[src/rtl/ibex_mult_share_arbiter.sv]
// Shares the fast multiplier between the multdiv path (core) and the neural control unit (neur).
// Grants one owner at a time, sequences its latency and bounds neural starvation.
module ibex_mult_share_arbiter #(
    parameter int unsigned CoreLatency = 2,
    parameter int unsigned NeurLatency = 1,
    parameter int unsigned StarveLimit = 4
) (
    input  logic       clk_i,
    input  logic       rst_ni,
    input  logic       core_req_i,
    input  logic       core_flush_i,
    input  logic       neur_req_i,
    input  logic [1:0] neur_mode_i,
    output logic       core_gnt_o,
    output logic       neur_gnt_o,
    output logic       core_valid_o,
    output logic       neur_valid_o,
    output logic       neur_err_o,
    output logic       mul_en_o,
    output logic       mul_sel_neur_o,
    output logic [1:0] mul_mode_o,
    output logic       busy_o
);

    localparam int unsigned MaxLat = (CoreLatency > NeurLatency) ? CoreLatency : NeurLatency;
    localparam int unsigned CntW   = (MaxLat > 1) ? $clog2(MaxLat) : 1;
    localparam int unsigned StW    = $clog2(StarveLimit + 1);

    localparam logic [CntW-1:0] CoreLoad = CntW'(CoreLatency - 1);
    localparam logic [CntW-1:0] NeurLoad = CntW'(NeurLatency - 1);
    localparam logic [StW-1:0]  StMax    = StW'(StarveLimit);

    typedef enum logic [1:0] {
        IDLE     = 2'd0,
        RUN_CORE = 2'd1,
        RUN_NEUR = 2'd2
    } state_e;

    state_e          r_state, w_state_nxt;
    logic [CntW-1:0] r_cnt, w_cnt_nxt;
    logic [StW-1:0]  r_starve, w_starve_nxt;
    logic            r_sel_neur;
    logic [1:0]      r_mode;

    logic w_done;
    logic w_arb;
    logic w_neur_legal;
    logic w_core_gnt;
    logic w_neur_gnt;
    logic w_core_valid;
    logic w_neur_valid;
    logic w_err;

    assign w_done       = (r_cnt == '0);
    assign w_neur_legal = neur_req_i & (neur_mode_i != 2'b00);

    always_comb begin
        w_state_nxt  = r_state;
        w_cnt_nxt    = r_cnt;
        w_arb        = 1'b0;
        w_core_gnt   = 1'b0;
        w_neur_gnt   = 1'b0;
        w_core_valid = 1'b0;
        w_neur_valid = 1'b0;
        w_err        = 1'b0;

        case (r_state)
            IDLE: begin
                w_arb = 1'b1;
            end
            RUN_CORE: begin
                // A flush kills the op outright, even on its completion cycle.
                if (core_flush_i) begin
                    w_state_nxt = IDLE;
                end else if (w_done) begin
                    w_core_valid = 1'b1;
                    w_arb        = 1'b1;
                    w_state_nxt  = IDLE;
                end else begin
                    w_cnt_nxt = r_cnt - CntW'(1);
                end
            end
            RUN_NEUR: begin
                if (w_done) begin
                    w_neur_valid = 1'b1;
                    w_arb        = 1'b1;
                    w_state_nxt  = IDLE;
                end else begin
                    w_cnt_nxt = r_cnt - CntW'(1);
                end
            end
            default: begin
                w_state_nxt = IDLE;
            end
        endcase

        // Grants are combinational, so hold them off while reset is asserted.
        if (w_arb && rst_ni) begin
            w_err = neur_req_i & (neur_mode_i == 2'b00);
            if (w_neur_legal && (!core_req_i || (r_starve == StMax))) begin
                w_neur_gnt  = 1'b1;
                w_state_nxt = RUN_NEUR;
                w_cnt_nxt   = NeurLoad;
            end else if (core_req_i) begin
                w_core_gnt  = 1'b1;
                w_state_nxt = RUN_CORE;
                w_cnt_nxt   = CoreLoad;
            end
        end
    end

    always_comb begin
        w_starve_nxt = r_starve;
        if (!neur_req_i || w_neur_gnt) begin
            w_starve_nxt = '0;
        end else if (r_starve != StMax) begin
            w_starve_nxt = r_starve + StW'(1);
        end
    end

    always_ff @(posedge clk_i or negedge rst_ni) begin
        if (!rst_ni) begin
            r_state  <= IDLE;
            r_cnt    <= '0;
            r_starve <= '0;
        end else begin
            r_state  <= w_state_nxt;
            r_cnt    <= w_cnt_nxt;
            r_starve <= w_starve_nxt;
        end
    end

    // Operand select and mode stay with the last owner until the next grant.
    always_ff @(posedge clk_i or negedge rst_ni) begin
        if (!rst_ni) begin
            r_sel_neur <= 1'b0;
            r_mode     <= 2'b00;
        end else if (w_neur_gnt) begin
            r_sel_neur <= 1'b1;
            r_mode     <= neur_mode_i;
        end else if (w_core_gnt) begin
            r_sel_neur <= 1'b0;
            r_mode     <= 2'b00;
        end
    end

    assign core_gnt_o     = w_core_gnt;
    assign neur_gnt_o     = w_neur_gnt;
    assign core_valid_o   = w_core_valid;
    assign neur_valid_o   = w_neur_valid;
    assign neur_err_o     = w_err;
    assign mul_en_o       = w_core_gnt | w_neur_gnt;
    assign mul_sel_neur_o = r_sel_neur;
    assign mul_mode_o     = r_mode;
    assign busy_o         = (r_state != IDLE);

endmodule
[config.mk]
export PLATFORM = sky130hd
export DESIGN_NAME = ibex_mult_share_arbiter
export DESIGN_NICKNAME = d
export VERILOG_FILES = /design/src/rtl/ibex_mult_share_arbiter.sv
export SDC_FILE = /design/constraint.sdc
export NUM_CORES = 1
export LEC_CHECK = 0
export BUFFER_PORTS_ARGS = -buffer_cell sky130_fd_sc_hd__buf_2
export CORE_AREA = 4 4 41 43
export DETAILED_ROUTE_END_ITERATION = 8
export DIE_AREA = 0 0 45 47
export PLACE_DENSITY_LB_ADDON = 0.1
export SLEW_MARGIN = 20
export SYNTH_ARGS = -nofsm -noshare
export SYNTH_HDL_FRONTEND = slang
export SYNTH_SLANG_ARGS = --single-unit
export TNS_END_PERCENT = 1
[constraint.sdc]
create_clock -name clk_i -period 2.4 [get_ports clk_i]
set_input_delay 0.12 -clock clk_i [delete_from_list [all_inputs] [get_ports clk_i]]
set_output_delay 0.12 -clock clk_i [all_outputs]
set_load 0.05 [all_outputs]
==> metrics.md, run 1 <==
| Metric | Value |
|---|---|
| RSZ-0062 raised after global routing | no |
| Drt initial violations | 16 |
| Pwr dens | 1220 nW/um^2 |
| Met1 track demand over resource | 18.4% |
| Post-synthesis cell type count | 23 |
| F_max | 468 MHz |
| Nets | 95 |
| RR Startpoint | r_state[0] |
| CP top delay family | buffers and inverters |
| Synth Flop Type | dfrtp_1 |
| Post-Syn Nets | 73 |
| Clock sink total | 9 |
| Clock Latency Late Sink | 0.26 ns |
| DRC errors left | 0 |
| Worst Path Required | 2.28 ns |
| Leakage power | 0.400 nW |
| DP HPWL | 912 microns |
| Hold Startpoint | neur_mode_i[1] |
| Worst-case vdd ir drop | 0.000765 V |
| Wire length of the first global-routing pass | 2.03 mm |
| Max incr delay on CP | 0.41 ns |
| Die Ht | 47 microns |
| Power share of the clock group | 13.8% |
| Core box area | 1300 sq um |
| Logic gate share of total power | 57.1% |
| Storage element area | 225 sq um |
| Fill cells | 131 |
| Post-CTS setup buffers | 0 |
| CP max stage cell | dfrtp_1 |
| Min-delay worst type | primary input to flop |
| Final setup viols | 0 |
| Worst path bufs/invs | 3 |
| Routed length per instance | 12.0 microns |
| Startpoint types | flop |
| Pin count of the biggest net entering global routing | 11 |
| Row count | 13 |
| Vias | 466 |
| Slew Limit Fails | 0 |
| I/O Buffers | 16 |
| Synth-to-Final Area Change | 24.0% |
| Met2 Use GR | 19.2% |
| Die Wd | 45 microns |
| GRT Resource Usage Total | 13.8% |
| Register bit count reported by yosys | 9 |
| Clock Path Buffers | 2 |
| Critical Path Start | r_state[0] |
| Starting density of the core | 44.0% |
| Sw frac | 52.4% |
| Routed wire length | 1.15 mm |
| DIE AREA | 2120 sq um |
| Via-per-instance ratio | 4.85 |
| H-tree depth | 1 |
| GR Util met3 | 3.45% |
| Sequential fraction of the synthesis area | 39.3% |
| Max FO, Critical Path | 4 |
| Placer Congestion | 0.685 |
| Vias in the first global route | 489 |
| Status | finished, final reports clean |
| Syn_area_per_cell | 9.55 sq um |
| Clock Skews | 0.000874 ns |
| GR peak layer | met2 |
| Slew HR | 73.9% |
| Hold-fix buffers, CTS | 1 |
| Congestion Overflow GR | 0 |
| Cell-by-cell trace of the critical path | inv_1, ha_1, inv_2, a211oi_4, nand2_1, nor4b_2, buf_2 |
| I/O pins | 17 |
| Setup TNS | 0 ns |
| CTS Buf Count | 3 |
| ANT cells | 0 |
| Initial antenna violation count | 0 |
| Clock-pin slew on the worst setup and hold paths | 0.06 ns |
| Area of the multi-input gates | 313 sq um |
| Worst setup path class | flop to primary output |
| Min Tclk post-route | 2.14 ns |
| Register share of total power | 29.1% |
| CP arrival | 2.02 ns |
| Final Hold Violating Endpoints | 0 |
| Setup WS pre-CTS | 0.550 ns |
| Net switching power figure | 0.456 mW |
| TritonCTS clock tree | built |
| Internal | 0.414 mW |
| Max Cap Viol | 0 |
| Period utilisation layout | 89.1% |
| Drt first pass iters | 4 |
| Fraction of layout cells with a size suffix above 1 | 29.6% |
| Post-CTS resize count | 0 |
| Post-synth EDFFs | 0 |
| Final worst slack | 0.263 ns |
| Final ANT Viol Nets | 0 |
| Clk root buf | clkbuf_4 |
| Syn Std Cell Area | 573 sq um |
| Cell count after synthesis | 60 |
| Ys async rst share | 100% |
| YS warnings | 0 |
| CP endpoint kind | primary output |
| Worst Tran Pin Value | 0.389 ns |
kinds of logic (layout without fill, tap and decap cells):
kind of cell             after synthesis  count (layout)  share of synthesized area, %
AO/OA/AOI/OAI                         10              10                          14.4
multiplexers                           1               1                          1.75
buffers and inverters                  9              30                          7.21
AND/OR/NAND/NOR                       24              24                          22.7
XOR/XNOR                               1               1                          1.53
adder cells (fa/ha/maj)                6               6                          13.1
flip-flops                             9               9                          39.3
power by group through the flow:
stage / combinational, mW / sequential, mW / clock [mW]
finish: 0.497 / 0.253 / 0.120
global route: 0.547 / 0.264 / 0.135
CTS: 0.502 / 0.254 / 0.127
detailed placement: 0.501 / 0.254 / 0
global placement: 0.499 / 0.253 / 0
floorplan: 0.324 / 0.323 / 0
layout make-up:
class                   count  share of cell area (%)
well taps                  15                    2.64
inverters                   8                    4.23
repair buffers             18                    13.7
clock buffers               4                    3.70
flip-flops and latches      9                    31.7
multi-input cells          42                    44.0
cell usage after synthesis (2+ instances only):
library cell  n  area [sq um]
a21o_1        2          15.0
a21oi_1       2          10.0
a22o_1        2          17.5
dfrtp_1       9           225
ha_1          6          75.1
inv_1         7          26.3
nand2_1       7          26.3
nand3_1       3          15.0
nor2_1        6          22.5
nor3b_1       2          15.0
o21ai_1       2          10.0
metal layers:
metal / part of all wire, % / up-vias / wire length [microns]
li1: - / 241 / -
met1: 50 / 201 / 578
met2: 39 / 20 / 444
met3: 8.5 / 4 / 98
met4: 2.3 / 0 / 27
met5: 0 / - / 0
sequential cells by signal, indices dropped and copies added (netlist names):
register / flops
r_state: 2
r_starve: 3
mul_mode_o: 2
r_cnt: 1
mul_sel_neur_o: 1
cells in the final DEF (no fill, tap or decap), drive strengths merged:
cell type	count
a211oi	1
nor2b	1
clkbuf	4
and3b	1
a41o	1
dlygate4sd3	1
dfrtp	9
buf	17
nand3	3
o21ai	2
nor2	6
or2b	1
ha	6
inv	8
a21oi	2
nor3b	2
a21o	2
nor4b	2
nor3	1
xnor2	1
a22o	2
mux2i	1
nand2	7
per-stage QoR:
step | power (mW) | instance area [sq um] | hold WS [ns] | util, % | cells
floorplan | 0.646 | 579 | -0.176 | - | 60
global placement | 0.752 | 674 | -0.00643 | 51.8 | 91
detailed placement | 0.755 | 674 | -0.00867 | 51.8 | 91
CTS | 0.883 | 711 | 0.119 | 54.6 | 96
global route | 0.946 | 711 | 0.140 | 54.6 | 96
finish | 0.870 | 711 | 0.126 | 54.6 | 96
final timing paths:
check | end | slack, ns | cells past startpoint
max | neur_err_o | 0.26 | 7
min | mul_mode_o[1] | 0.13 | 2
max reg2reg | r_starve[2] | 0.70 | 7
min reg2reg | mul_sel_neur_o | 0.49 | 1
max in group asynchronous | mul_mode_o[0] | 1.97 | 2
min in group asynchronous | r_cnt | 0.24 | 2
(Power assumes the default switching activity.)
==> run 2: changes to the inputs <==
--- a/config.mk
+++ b/config.mk
@@ -6,11 +6,10 @@
 export NUM_CORES = 1
 export LEC_CHECK = 0
 export BUFFER_PORTS_ARGS = -buffer_cell sky130_fd_sc_hd__buf_2
-export CORE_AREA = 4 4 41 43
+export CORE_MARGIN = 4
+export CORE_UTILIZATION = 40
 export DETAILED_ROUTE_END_ITERATION = 8
-export DIE_AREA = 0 0 45 47
 export PLACE_DENSITY_LB_ADDON = 0.1
-export SLEW_MARGIN = 20
 export SYNTH_ARGS = -nofsm -noshare
 export SYNTH_HDL_FRONTEND = slang
 export SYNTH_SLANG_ARGS = --single-unit
==> run 2 against run 1 <==
Net effect: first-iteration DRC count decreased by 94%; largest power group unchanged; clock power decreased by 4%; die area decreased by 0.60%; cell count unchanged; clock skew increased by 0.0068 ns; total power decreased by 0.63%; maximum frequency increased by 1.7%; worst hold slack improved by 0.017 ns; clock-buffer cell count unchanged; non-clock buffer count unchanged.
==> metrics.md, run 2 (same netlist as run 1, synthesis figures left out) <==
| Metric | Value |
|---|---|
| Max Cap Viol | 0 (unchanged) |
| Fraction of layout cells with a size suffix above 1 | 29.6% (unchanged) |
| Placer Congestion | 0.708 (was 0.685) |
| Net switching power figure | 0.451 mW (was 0.456 mW) |
| CTS Buf Count | 3 (unchanged) |
| Met1 WL | 518 microns (was 578 microns) |
| Min-delay worst type | primary input to flop (unchanged) |
| Initial antenna violation count | 0 (unchanged) |
| Worst Tran Pin Value | 0.371 ns (was 0.389 ns) |
| CP arrival | 1.98 ns (was 2.02 ns) |
| Clock-pin slew on the worst setup and hold paths | 0.06 ns (about the same) |
| Clock sink total | 9 (unchanged) |
| Routed length per instance | 12.2 microns (was 12.0 microns) |
| Largest reg by FF count | r_starve (unchanged) |
| Routed wire length | 1.17 mm (was 1.15 mm) |
| Starting density of the core | 43.5% (was 44.0%) |
| Die Wd | 45.9 microns (was 45 microns) |
| F_max | 476 MHz (was 468 MHz) |
| Most frequent cells in the layout | buf_2 (16), dfrtp_1 (9), inv_1 (7), nand2_1 (7) (unchanged) |
| Status | finished, final reports clean (unchanged) |
| Met2 WL | 603 microns (was 444 microns) |
| CP max stage cell | dfrtp_1 (unchanged) |
| CP endpoint kind | primary output (unchanged) |
| DIE AREA | 2100 sq um (was 2120 sq um) |
| DRC errors left | 0 (unchanged) |
| Post-CTS resize count | 0 (unchanged) |
| Max incr delay on CP | 0.41 ns (about the same) |
| Logic gate share of total power | 57.8% (was 57.1%) |
| Final Cell Area | 711 sq um (unchanged) |
| Worst setup path class | flop to primary output (unchanged) |
| Post-CTS setup buffers | 0 (unchanged) |
| Congestion Overflow GR | 0 (unchanged) |
| Register share of total power | 28.9% (was 29.1%) |
| Worst path bufs/invs | 3 (unchanged) |
| Wire length of the first global-routing pass | 2.01 mm (was 2.03 mm) |
| Pwr dens | 1220 nW/um^2 (about the same) |
| R2r setup slk | 0.62 ns (was 0.70 ns) |
| Routed met3 length | 32 microns (was 98 microns) |
| Min Tclk post-route | 2.10 ns (was 2.14 ns) |
| RSZ-0062 raised after global routing | no (unchanged) |
| Setup WS pre-CTS | 0.564 ns (was 0.550 ns) |
| Vias | 487 (was 466) |
| Synth-to-Final Area Change | 24.0% (unchanged) |
| Drt first pass iters | 2 (was 4) |
| DP HPWL | 954 microns (was 912 microns) |
| Max FO, Critical Path | 4 (unchanged) |
| DP Area | 674 sq um (unchanged) |
| Power share of the clock group | 13.2% (was 13.8%) |
| WHS | 0.143 ns (was 0.126 ns) |
| Internal | 0.414 mW (about the same) |
| Slew HR | 75.1% (was 73.9%) |
| I/O Buffers | 16 (unchanged) |
| Final ANT Viol Nets | 0 (unchanged) |
| Pin count of the biggest net entering global routing | 11 (unchanged) |
| Cell-by-cell trace of the critical path | inv_1, ha_1, inv_2, a211oi_4, nand2_1, nor4b_2, buf_2 (unchanged) |
| Nets | 95 (unchanged) |
| Sw frac | 52.2% (was 52.4%) |
| H-tree depth | 1 (unchanged) |
| Period utilisation layout | 87.5% (was 89.1%) |
| Core box area | 1320 sq um (was 1300 sq um) |
| Vias in the first global route | 488 (was 489) |
| Max FFs per register | 3 (unchanged) |
| Fill cells | 133 (was 131) |
| Die Ht | 45.9 microns (was 47 microns) |
| Final worst slack | 0.299 ns (was 0.263 ns) |
| Setup TNS | 0 ns (unchanged) |
| Clk root buf | clkbuf_4 (unchanged) |
| CP top delay family | buffers and inverters (unchanged) |
| Slew Limit Fails | 0 (unchanged) |
| Worst-case vdd ir drop | 0.000643 V (was 0.000765 V) |
| Worst Path Required | 2.28 ns (about the same) |
| Clock Latency Late Sink | 0.26 ns (about the same) |
| I/O pins | 17 (unchanged) |
| Highest Signal Layer | met4 (unchanged) |
| Via-per-instance ratio | 5.07 (was 4.85) |
| Most common cell after layout, fill and taps aside | buf_2 (unchanged) |
| Row count | 13 (unchanged) |
| ANT cells | 0 (unchanged) |
| TritonCTS clock tree | built (unchanged) |
| Drt initial violations | 1 (was 16) |
| Final Hold Violating Endpoints | 0 (unchanged) |
| Startpoint types | flop (unchanged) |
| Clock Path Buffers | 2 (unchanged) |
| GRT Resource Usage Total | 13.8% (about the same) |
| Clock Skews | 0.00771 ns (was 0.000874 ns) |
| Leakage power | 0.400 nW (unchanged) |
| Hold-fix buffers, CTS | 1 (unchanged) |
| Final setup viols | 0 (unchanged) |
[run 2: cell counts in the layout (fill, tap and decap cells not counted)]
Identical to the previous run, type by type.
[run 2: layout make-up]
type	instances	area, sq um	share of cell area [%]
clock buffers	4	26.3	3.70
multi-input cells	42	313	44.0
flip-flops and latches	9	225	31.7
inverters	8	30.0	4.23
well taps	15	18.8	2.64
repair buffers	18	97.6	13.7
[run 2: path summary, 6_finish.rpt]
check,end,cells after the start,start
min,mul_mode_o[0],2,neur_mode_i[0]
max,neur_err_o,7,r_state[0]
min reg2reg,mul_mode_o[1],1,mul_mode_o[1]
max in group asynchronous,r_state[0],2,rst_ni
min in group asynchronous,r_starve[1],2,rst_ni
max reg2reg,mul_mode_o[1],7,r_state[0]
[run 2: per-layer routing]
| metal | vias up | track usage [%] |
|---|---|---|
| li1 | 249 | - |
| met1 | 229 | 16.2 |
| met2 | 7 | 22.0 |
| met3 | 2 | 4.74 |
| met4 | 0 | 6.82 |
| met5 | - | 0 |
[run 2: power by group through the flow]
stage	Clock (mW)	Combinational [mW]	Sequential (mW)
6_report	0.115	0.500	0.250
4_1_cts	0.122	0.508	0.251
5_1_grt	0.129	0.551	0.261
3_5_place_dp	0	0.502	0.252
3_3_place_gp	0	0.499	0.252
2_1_floorplan	0	0.324	0.323
[run 2: metrics by stage]
| stage | util (%) | instances | power, mW |
|---|---|---|---|
| 6_report | 53.9 | 96 | 0.865 |
| 3_5_place_dp | 51.2 | 91 | 0.754 |
| 5_1_grt | 53.9 | 96 | 0.941 |
| 4_1_cts | 53.9 | 96 | 0.881 |
| 3_3_place_gp | 51.2 | 91 | 0.751 |
| 2_1_floorplan | - | 60 | 0.646 |
==> run 3: changes to the inputs <==
--- a/config.mk
+++ b/config.mk
@@ -6,7 +6,6 @@
 export NUM_CORES = 1
 export LEC_CHECK = 0
 export BUFFER_PORTS_ARGS = -buffer_cell sky130_fd_sc_hd__buf_2
-export CORE_MARGIN = 4
 export CORE_UTILIZATION = 40
 export DETAILED_ROUTE_END_ITERATION = 8
 export PLACE_DENSITY_LB_ADDON = 0.1
==> run 3 against run 2 <==
Net effect: total power is 0.12% lower; sequential power barely moved; first-iteration DRC count rose to 6.0 times the previous value; wire length down 4.4%; worst setup slack got worse by 0.029 ns; largest cell class unchanged; largest power group unchanged.
==> metrics.md, run 3 (same netlist as run 1, synthesis figures left out) <==
| Metric | Value |
|---|---|
| Max FFs per register | 3 (unchanged) |
| Setup WS pre-CTS | 0.552 ns (was 0.564 ns) |
| Hold Startpoint | neur_mode_i[0] (unchanged) |
| Pwr dens | 1220 nW/um^2 (about the same) |
| Overall power | 0.864 mW (was 0.865 mW) |
| Worst Tran Pin Value | 0.363 ns (was 0.371 ns) |
| Starting density of the core | 43.5% (unchanged) |
| CP arrival | 2.01 ns (was 1.98 ns) |
| Non-Filler Instances | 96 (unchanged) |
| Wire length of the first global-routing pass | 1.80 mm (was 2.01 mm) |
| Die Wd | 39.9 microns (was 45.9 microns) |
| DRC errors left | 0 (unchanged) |
| Largest reg by FF count | r_starve (unchanged) |
| Final worst slack | 0.270 ns (was 0.299 ns) |
| Min-delay worst type | primary input to flop (unchanged) |
| Clock sink total | 9 (unchanged) |
| Most common cell after layout, fill and taps aside | buf_2 (unchanged) |
| Routed wire length | 1.12 mm (was 1.17 mm) |
| DIE AREA | 1590 sq um (was 2100 sq um) |
| Clock Latency Late Sink | 0.26 ns (about the same) |
| Most frequent cells in the layout | buf_2 (16), dfrtp_1 (9), inv_1 (7), nand2_1 (7) (unchanged) |
| Leakage power | 0.400 nW (unchanged) |
| Final Hold Violating Endpoints | 0 (unchanged) |
| Drt first pass iters | 4 (was 2) |
| Cell depth of the worst hold path | 2 (unchanged) |
| Nets | 95 (unchanged) |
| H-tree depth | 1 (unchanged) |
| Post-CTS setup buffers | 0 (unchanged) |
| R2r setup slk | 0.65 ns (was 0.62 ns) |
| End of the worst hold path | mul_mode_o[0] (unchanged) |
| Clock-pin slew on the worst setup and hold paths | 0.06 ns (about the same) |
| Drt initial violations | 6 (was 1) |
| Inst Count DP | 91 (unchanged) |
| Vias in the first global route | 434 (was 488) |
| Max Cap Viol | 0 (unchanged) |
| Clock Skews | 0.00437 ns (was 0.00771 ns) |
| Die Ht | 39.9 microns (was 45.9 microns) |
| GRT Resource Usage Total | 18.5% (was 13.8%) |
| I/O pins | 17 (unchanged) |
| Status | finished, final reports clean (unchanged) |
| Clock Path Buffers | 2 (unchanged) |
| Reg2Reg Depth | 7 (unchanged) |
| Row count | 13 (unchanged) |
| Slew Limit Fails | 0 (unchanged) |
| CTS Buf Count | 3 (unchanged) |
| Final setup viols | 0 (unchanged) |
| DP HPWL | 879 microns (was 954 microns) |
| ANT cells | 0 (unchanged) |
| Pin count of the biggest net entering global routing | 11 (unchanged) |
| Initial antenna violation count | 0 (unchanged) |
| Period utilisation layout | 88.7% (was 87.5%) |
| Congestion Overflow GR | 0 (unchanged) |
| Via-per-instance ratio | 4.92 (was 5.07) |
| Synth-to-Final Area Change | 24.0% (unchanged) |
| Final ANT Viol Nets | 0 (unchanged) |
| CP endpoint kind | primary output (unchanged) |
| Worst Path Required | 2.28 ns (about the same) |
| Core box area | 1320 sq um (unchanged) |
| Worst setup path class | flop to primary output (unchanged) |
| RR Startpoint | r_state[0] (unchanged) |
| Setup TNS | 0 ns (unchanged) |
| Placer Congestion | 0.833 (was 0.708) |
| R2r endpoint | mul_mode_o[1] (unchanged) |
| Max FO, Critical Path | 4 (unchanged) |
| Final core utilization | 53.9% (unchanged) |
| Slew HR | 75.7% (was 75.1%) |
| RSZ-0062 raised after global routing | no (unchanged) |
| Worst-case vdd ir drop | 0.000669 V (was 0.000643 V) |
| Routed length per instance | 11.6 microns (was 12.2 microns) |
| Startpoint types | flop (unchanged) |
| Min Tclk post-route | 2.13 ns (was 2.10 ns) |
| TritonCTS clock tree | built (unchanged) |
| Clk root buf | clkbuf_4 (unchanged) |
| F_max | 470 MHz (was 476 MHz) |
| Vias | 472 (was 487) |
| Fraction of layout cells with a size suffix above 1 | 29.6% (unchanged) |
| I/O Buffers | 16 (unchanged) |
-- run 3: repair_timing --
item / CTS / global route
hold endpoints to repair: 9 / 0
hold buffers: 1 / 0
resized for setup: 0 / 0
-- run 3: worst max-delay path, stage by stage (launching register included) --
cell and delay, ns:
dfrtp_1 0.41, inv_1 0.10, ha_1 0.21, inv_2 0.07, a211oi_4 0.28, nand2_1 0.13, nor4b_2 0.26, buf_2 0.30
-- run 3: metrics by stage --
stage | hold WS [ns] | area (sq um)
5_1_grt | 0.128 | 711
3_5_place_dp | -0.00682 | 674
4_1_cts | 0.115 | 711
3_3_place_gp | -0.00961 | 674
2_1_floorplan | -0.176 | 579
6_report | 0.121 | 711
-- run 3: worst max path at each step --
| stage | from | cells past startpoint | end | slack [ns] |
|---|---|---|---|---|
| 2_1_floorplan | r_state[0] | 6 | neur_err_o | 0.11 |
| 3_3_place_gp | r_state[0] | 7 | neur_err_o | 0.58 |
| 3_5_place_dp | r_state[0] | 7 | neur_err_o | 0.55 |
| 4_1_cts | r_state[0] | 7 | neur_err_o | 0.26 |
| 5_1_grt | r_state[1] | 7 | neur_err_o | 0.14 |
| 6_report | r_state[0] | 7 | neur_err_o | 0.27 |
-- run 3: where the power goes --
part / internal [mW] / switching, mW
Clock: 0.0641 / 0.0531
Combinational: 0.145 / 0.350
Sequential: 0.204 / 0.0467
-- run 3: layout make-up --
| cell class | instances | area, sq um |
|---|---|---|
| Fill cell | 122 | 607 |
| Sequential cell | 9 | 225 |
| Multi-Input combinational cell | 42 | 313 |
| Clock buffer | 4 | 26.3 |
| Timing Repair Buffer | 18 | 97.6 |
| Inverter | 8 | 30.0 |
| Tap cell | 15 | 18.8 |
-- run 3: routing by layer --
| layer | track usage (%) | part of all wire, % | vias to the layer above |
|---|---|---|---|
| met5 | 0 | 0 | - |
| met4 | 5.17 | 1.2 | 0 |
| met3 | 10.2 | 5.0 | 2 |
| met2 | 28.3 | 47 | 10 |
| met1 | 22.0 | 46 | 217 |
| li1 | - | - | 243 |
